### config.mk
export PLATFORM = sky130hd
export DESIGN_NAME = wash_cycle_ctrl
export DESIGN_NICKNAME = d
export VERILOG_FILES = /design/src/rtl/wash_cycle_ctrl.sv
export SDC_FILE = /design/constraint.sdc
export NUM_CORES = 1
export LEC_CHECK = 0
export CORE_MARGIN = 1
export CORE_UTILIZATION = 28
export CTS_CLUSTER_DIAMETER = 150
export CTS_CLUSTER_SIZE = 28
export DETAILED_ROUTE_END_ITERATION = 10
export SLEW_MARGIN = 10
export SYNTH_ARGS = -nofsm -noshare
export SYNTH_HDL_FRONTEND = slang
export SYNTH_SLANG_ARGS = --single-unit
### constraint.sdc
create_clock -name clk -period 4.2 [get_ports clk]
set_input_delay 1.05 -clock clk [delete_from_list [all_inputs] [get_ports clk]]
set_output_delay 1.05 -clock clk [all_outputs]
set_load 0.01 [all_outputs]
### src/rtl/wash_cycle_ctrl.sv
// Washing machine programme controller: fill, detergent, wash, N rinses, spin, with
// internal phase timers, pause and fault handling. Optional soak phase under `WASH_SOAK_EN.
module wash_cycle_ctrl #(
    parameter int TIMER_W     = 16,
    parameter int WASH_TICKS  = 1000,
    parameter int RINSE_TICKS = 500,
    parameter int SPIN_TICKS  = 800,
    parameter int FILL_TMO    = 2000,
    parameter int DRAIN_TMO   = 2000,
    parameter int SOAK_TICKS  = 300,
    parameter int RINSE_W     = 2
) (
    input  logic               clk,
    input  logic               reset,
    input  logic               start,
    input  logic               door_closed,
    input  logic               water_full,
    input  logic               water_empty,
    input  logic               detergent_added,
    input  logic               pause,
    input  logic [RINSE_W-1:0] rinse_count,
    output logic               door_lock,
    output logic               fill_valve,
    output logic               drain_valve,
    output logic               motor_on,
    output logic               motor_fast,
    output logic               detergent_req,
    output logic               done,
    output logic               fault,
    output logic [1:0]         fault_code,
    output logic [3:0]         state_o,
    output logic [RINSE_W-1:0] rinse_left
);

    localparam logic [3:0] S_IDLE      = 4'd0;
    localparam logic [3:0] S_FILL      = 4'd1;
    localparam logic [3:0] S_DETERGENT = 4'd2;
    localparam logic [3:0] S_AGITATE   = 4'd3;
    localparam logic [3:0] S_DRAIN     = 4'd4;
    localparam logic [3:0] S_SPIN      = 4'd5;
    localparam logic [3:0] S_DONE      = 4'd6;
    localparam logic [3:0] S_FAULT     = 4'd7;
    localparam logic [3:0] S_SOAK      = 4'd8;

    localparam logic PH_WASH  = 1'b0;
    localparam logic PH_RINSE = 1'b1;

    localparam logic [1:0] FC_NONE  = 2'd0;
    localparam logic [1:0] FC_FILL  = 2'd1;
    localparam logic [1:0] FC_DRAIN = 2'd2;
    localparam logic [1:0] FC_DOOR  = 2'd3;

    localparam logic [TIMER_W-1:0] WASH_LAST  = TIMER_W'(WASH_TICKS - 1);
    localparam logic [TIMER_W-1:0] RINSE_LAST = TIMER_W'(RINSE_TICKS - 1);
    localparam logic [TIMER_W-1:0] SPIN_LAST  = TIMER_W'(SPIN_TICKS - 1);
    localparam logic [TIMER_W-1:0] FILL_LAST  = TIMER_W'(FILL_TMO - 1);
    localparam logic [TIMER_W-1:0] DRAIN_LAST = TIMER_W'(DRAIN_TMO - 1);
`ifdef WASH_SOAK_EN
    localparam logic [TIMER_W-1:0] SOAK_LAST  = TIMER_W'(SOAK_TICKS - 1);
`endif

    logic [3:0]         state_reg, state_next;
    logic [TIMER_W-1:0] timer_reg, timer_next;
    logic               phase_reg, phase_next;
    logic [RINSE_W-1:0] rinse_reg, rinse_next;
    logic [1:0]         fault_code_reg, fault_code_next;

    logic locked;
    logic timed;
    logic paused;
    logic agitate_last;

    always_comb begin
        locked = (state_reg == S_FILL) || (state_reg == S_DETERGENT) ||
                 (state_reg == S_AGITATE) || (state_reg == S_DRAIN) ||
                 (state_reg == S_SPIN) || (state_reg == S_SOAK);
        timed  = (state_reg == S_FILL) || (state_reg == S_AGITATE) ||
                 (state_reg == S_DRAIN) || (state_reg == S_SPIN) ||
                 (state_reg == S_SOAK);
    end

    assign paused       = pause && locked;
    assign agitate_last = (phase_reg == PH_RINSE) ? (timer_reg == RINSE_LAST)
                                                  : (timer_reg == WASH_LAST);

    // Door fault beats pause, which beats every sensor or timer driven exit.
    always_comb begin
        state_next      = state_reg;
        phase_next      = phase_reg;
        rinse_next      = rinse_reg;
        fault_code_next = fault_code_reg;
        if (locked && !door_closed) begin
            state_next      = S_FAULT;
            fault_code_next = FC_DOOR;
        end else if (!paused) begin
            case (state_reg)
                S_IDLE: begin
                    if (start && door_closed) begin
                        state_next = S_FILL;
                        rinse_next = rinse_count;
                        phase_next = PH_WASH;
                    end
                end
                S_FILL: begin
                    if (water_full) begin
                        state_next = (phase_reg == PH_WASH) ? S_DETERGENT : S_AGITATE;
                    end else if (timer_reg == FILL_LAST) begin
                        state_next      = S_FAULT;
                        fault_code_next = FC_FILL;
                    end
                end
                S_DETERGENT: begin
                    if (detergent_added) begin
`ifdef WASH_SOAK_EN
                        state_next = (phase_reg == PH_WASH) ? S_SOAK : S_AGITATE;
`else
                        state_next = S_AGITATE;
`endif
                    end
                end
                S_AGITATE: begin
                    if (agitate_last) begin
                        state_next = S_DRAIN;
                    end
                end
                S_DRAIN: begin
                    if (water_empty) begin
                        if (rinse_reg != '0) begin
                            rinse_next = rinse_reg - 1'b1;
                            phase_next = PH_RINSE;
                            state_next = S_FILL;
                        end else begin
                            state_next = S_SPIN;
                        end
                    end else if (timer_reg == DRAIN_LAST) begin
                        state_next      = S_FAULT;
                        fault_code_next = FC_DRAIN;
                    end
                end
                S_SPIN: begin
                    if (timer_reg == SPIN_LAST) begin
                        state_next = S_DONE;
                    end
                end
`ifdef WASH_SOAK_EN
                S_SOAK: begin
                    if (timer_reg == SOAK_LAST) begin
                        state_next = S_AGITATE;
                    end
                end
`endif
                S_DONE:  state_next = S_IDLE;
                S_FAULT: state_next = S_FAULT;
                default: state_next = S_IDLE;
            endcase
        end
    end

    always_comb begin
        timer_next = timer_reg;
        if (state_next != state_reg) begin
            timer_next = '0;
        end else if (timed && !paused) begin
            timer_next = timer_reg + 1'b1;
        end
    end

    always_ff @(posedge clk) begin
        if (reset) begin
            state_reg      <= S_IDLE;
            timer_reg      <= '0;
            phase_reg      <= PH_WASH;
            rinse_reg      <= '0;
            fault_code_reg <= FC_NONE;
        end else begin
            state_reg      <= state_next;
            timer_reg      <= timer_next;
            phase_reg      <= phase_next;
            rinse_reg      <= rinse_next;
            fault_code_reg <= fault_code_next;
        end
    end

    // Actuator order: fill, drain, motor, fast, detergent; all are gated off while paused.
    logic [4:0] act_raw;
    logic [4:0] act_out;

    always_comb begin
        act_raw = 5'b00000;
        case (state_reg)
            S_FILL:      act_raw = 5'b10000;
            S_DETERGENT: act_raw = 5'b00001;
            S_AGITATE:   act_raw = 5'b00100;
            S_DRAIN:     act_raw = 5'b01000;
            S_SPIN:      act_raw = 5'b01110;
            default:     act_raw = 5'b00000;
        endcase
    end

    generate
        for (genvar gi = 0; gi < 5; gi++) begin : g_act_gate
            assign act_out[gi] = act_raw[gi] && !paused;
        end
    endgenerate

    assign fill_valve    = act_out[4];
    assign drain_valve   = act_out[3];
    assign motor_on      = act_out[2];
    assign motor_fast    = act_out[1];
    assign detergent_req = act_out[0];

    // In FAULT the door stays locked until the tub has drained.
    assign door_lock  = locked || ((state_reg == S_FAULT) && !water_empty);
    assign done       = (state_reg == S_DONE);
    assign fault      = (state_reg == S_FAULT);
    assign fault_code = fault_code_reg;
    assign state_o    = state_reg;
    assign rinse_left = rinse_reg;

endmodule

==> results.cfg <==
[status]
status = completed

[worst_setup_path]
cp.arrival_ps = 2650
cp-end-kind = output port
critPathMostFrequentCell = clkdlybuf4s50_1
cp_slowest_cell = clkdlybuf4s50_1
startpoint_type = input pin
cp_max_fo = 10
crit_path_max_incr_delay_ps = 670
path_cells = clkdlybuf4s50_1, inv_1, a21oi_1, nor2_1, clkdlybuf4s50_1
path_class = input pin to output port
required_ps = 3150

[clock_network]
h-tree-depth = 1
path_clk_slew_ps = 80
cts_buffers = 3
root_buffer = clkbuf_8
cts_hold_buf = 0
clk-insertion-delay-late_ps = 260
cts_setup_buffers = 0
cts.sinks = 25
cts_resized = 0
cts_tree = done
cts_buffer_depth = 2

[die]
start_util_pct = 29.5
die_w_um = 87.3
core_um2 = 6910
placementRows = 30
ios = 26
dieHeight_um = 87.3
die_area_um2 = 7620

[power]
p_leak_nw = 0.650
vdd_drop_max_uv = 141
p_total_mw = 1.23
power_density_nw_per_um2 = 515

[detailed_routing]
drtAntennaViolNets = 0
drc = 0
num_vias = 1858
wl_per_cell_um = 14.2
drtIter0Drc = 95
routed_wl_mm = 4.98
first_pass_iters = 4
viasPerCell = 5.31

[logic_synthesis]
syn_area_per_cell_um2 = 8.60
synth_top_area_cell = dfxtp_1
synth_area_leaders = dfxtp_1 (25%), nor4_2 (6.1%), xnor2_1 (6.0%), nor3_1 (3.9%), nor4_1 (3.4%)
synth_most_common_cell = dfxtp_1
syn_nets = 249
yosysTopAreaCellShare_pct = 24.6
ys_seq_area_share_pct = 24.6
synth.distinct_cells = 63
yosys-top-cells-count = dfxtp_1 (25), nand2_1 (18), nor3_1 (16)
synth-seq-cells = 25
synth_edf_count = 0
yosysWarningCount = 0
netlist_area_um2 = 2040
postSynthCellCount = 237
ys_async_sr_fraction_pct = 0
synth_flop_cell = dfxtp_1

[placement]
dpl.hpwl_mm = 3.67
dp_slack_ps = 515
dp.cells = 346
portBuffers = 25
place_area_um2 = 2350
gp_congestion = 0.838

[finish]
fillers = 745
area_delta_synth_final_pct = 17.3
stdcell_count = 350
nets = 267
design_area_um2 = 2390
largest_reg_flops = 16
drive_gt1_share_pct = 14.2
antennaDiodeCount = 0

[timing]
clock_skew_ps = 5.89
fin_crit_sh_pct = 88.2
rsz0062_at_grt = false
maxSlewViolCount = 0
layout_min_cycle_time_ps = 3700
setup_viol = 0
max_freq_mhz = 270
setup_slack_ps = 496
worst_slew_pin_slew_ps = 952
relSlewSlack_pct = 36.4
fin_tns_setup_ps = 0
hold_viol = 0

[global_routing]
track_usage_pct = 14.0
antenna_found_initial = 0
gr-total-overflow = 0
grt_pass1_wl_mm = 8.56
grt_max_degree = 24
grt_pass1_vias = 1748

[job]
max-cap-violations = 0

[worst_hold_path]
hp-class = flip-flop to flip-flop
-- cells in the final DEF (no fill, tap or decap), types with 2 or more instances in the layout --
cell type / count
o21a_1: 3
nand2b_1: 7
mux2i_1: 3
a21oi_1: 12
buf_4: 4
nand3b_1: 4
nor2b_1: 4
a211oi_1: 3
nor4_1: 11
nor4_2: 10
nor3b_1: 5
ha_1: 2
o21ai_0: 7
nand4_1: 6
nand4bb_1: 2
nor2_1: 14
clkdlybuf4s50_1: 25
inv_1: 9
a221oi_1: 3
nand3_1: 4
nand2_1: 18
xnor2_1: 14
clkbuf_8: 3
nor3_1: 16
o22a_1: 3
dfxtp_1: 25
-- layer usage --
layer  global-route usage [%]  vias up  part of all wire (%)
met5                        0        -                     0
met3                     1.80       10                   3.9
li1                         -      929                     -
met4                     4.62        0                   1.9
met1                     19.0      875                    48
met2                     22.9       44                    46
-- worst max-delay path, delay by kind of cell --
family / cells / cell delay, ps
AO/OA/AOI/OAI: 1 / 220
buffers and inverters: 3 / 1300
AND/OR/NAND/NOR: 1 / 90
-- final cells by class --
type / instances / area, um2 / share of cell area, %
inverters: 9 / 33.8 / 1.41
flip-flops and latches: 25 / 500 / 20.9
clock buffers: 4 / 45.0 / 1.88
well taps: 96 / 120 / 5.02
repair buffers: 29 / 280 / 11.7
multi-input cells: 187 / 1410 / 59.0
-- kinds of logic after synthesis --
kind of cell    after synthesis  synth area share [%]
compound gates               51                  22.8
xor+xnor                     15                  6.45
fa+ha+maj                     2                  1.23
buf+inv                      25                  6.20
flops                        25                  24.6
mux                           3                  1.47
simple gates                116                  37.3
-- per-stage QoR --
step,utilization [%],hold WS (ps)
after floorplan,-,476
after global placement,34.0,450
after detailed placement,34.0,457
after CTS,34.6,469
after global routing,34.6,501
final,34.6,467
-- where the power goes --
part	total [mW]	switching, mW	leakage, nW	internal, mW
sequential	0.317	0.0533	0.203	0.264
clock	0.138	0.0707	0.0228	0.0676
combinational	0.776	0.464	0.424	0.312
-- worst paths after layout --
path | slack (ps) | cells past startpoint | startpoint | endpoint
worst max-delay path | 500 | 5 | pause | motor_on
worst min-delay path | 470 | 2 | fault_code[1] | fault_code[1]
worst min register to register | 470 | 2 | fault_code[1] | fault_code[1]
worst max register to register | 1220 | 7 | timer_reg[0] | timer_reg[15]
Note: power is estimated with default switching activity, not from simulation.
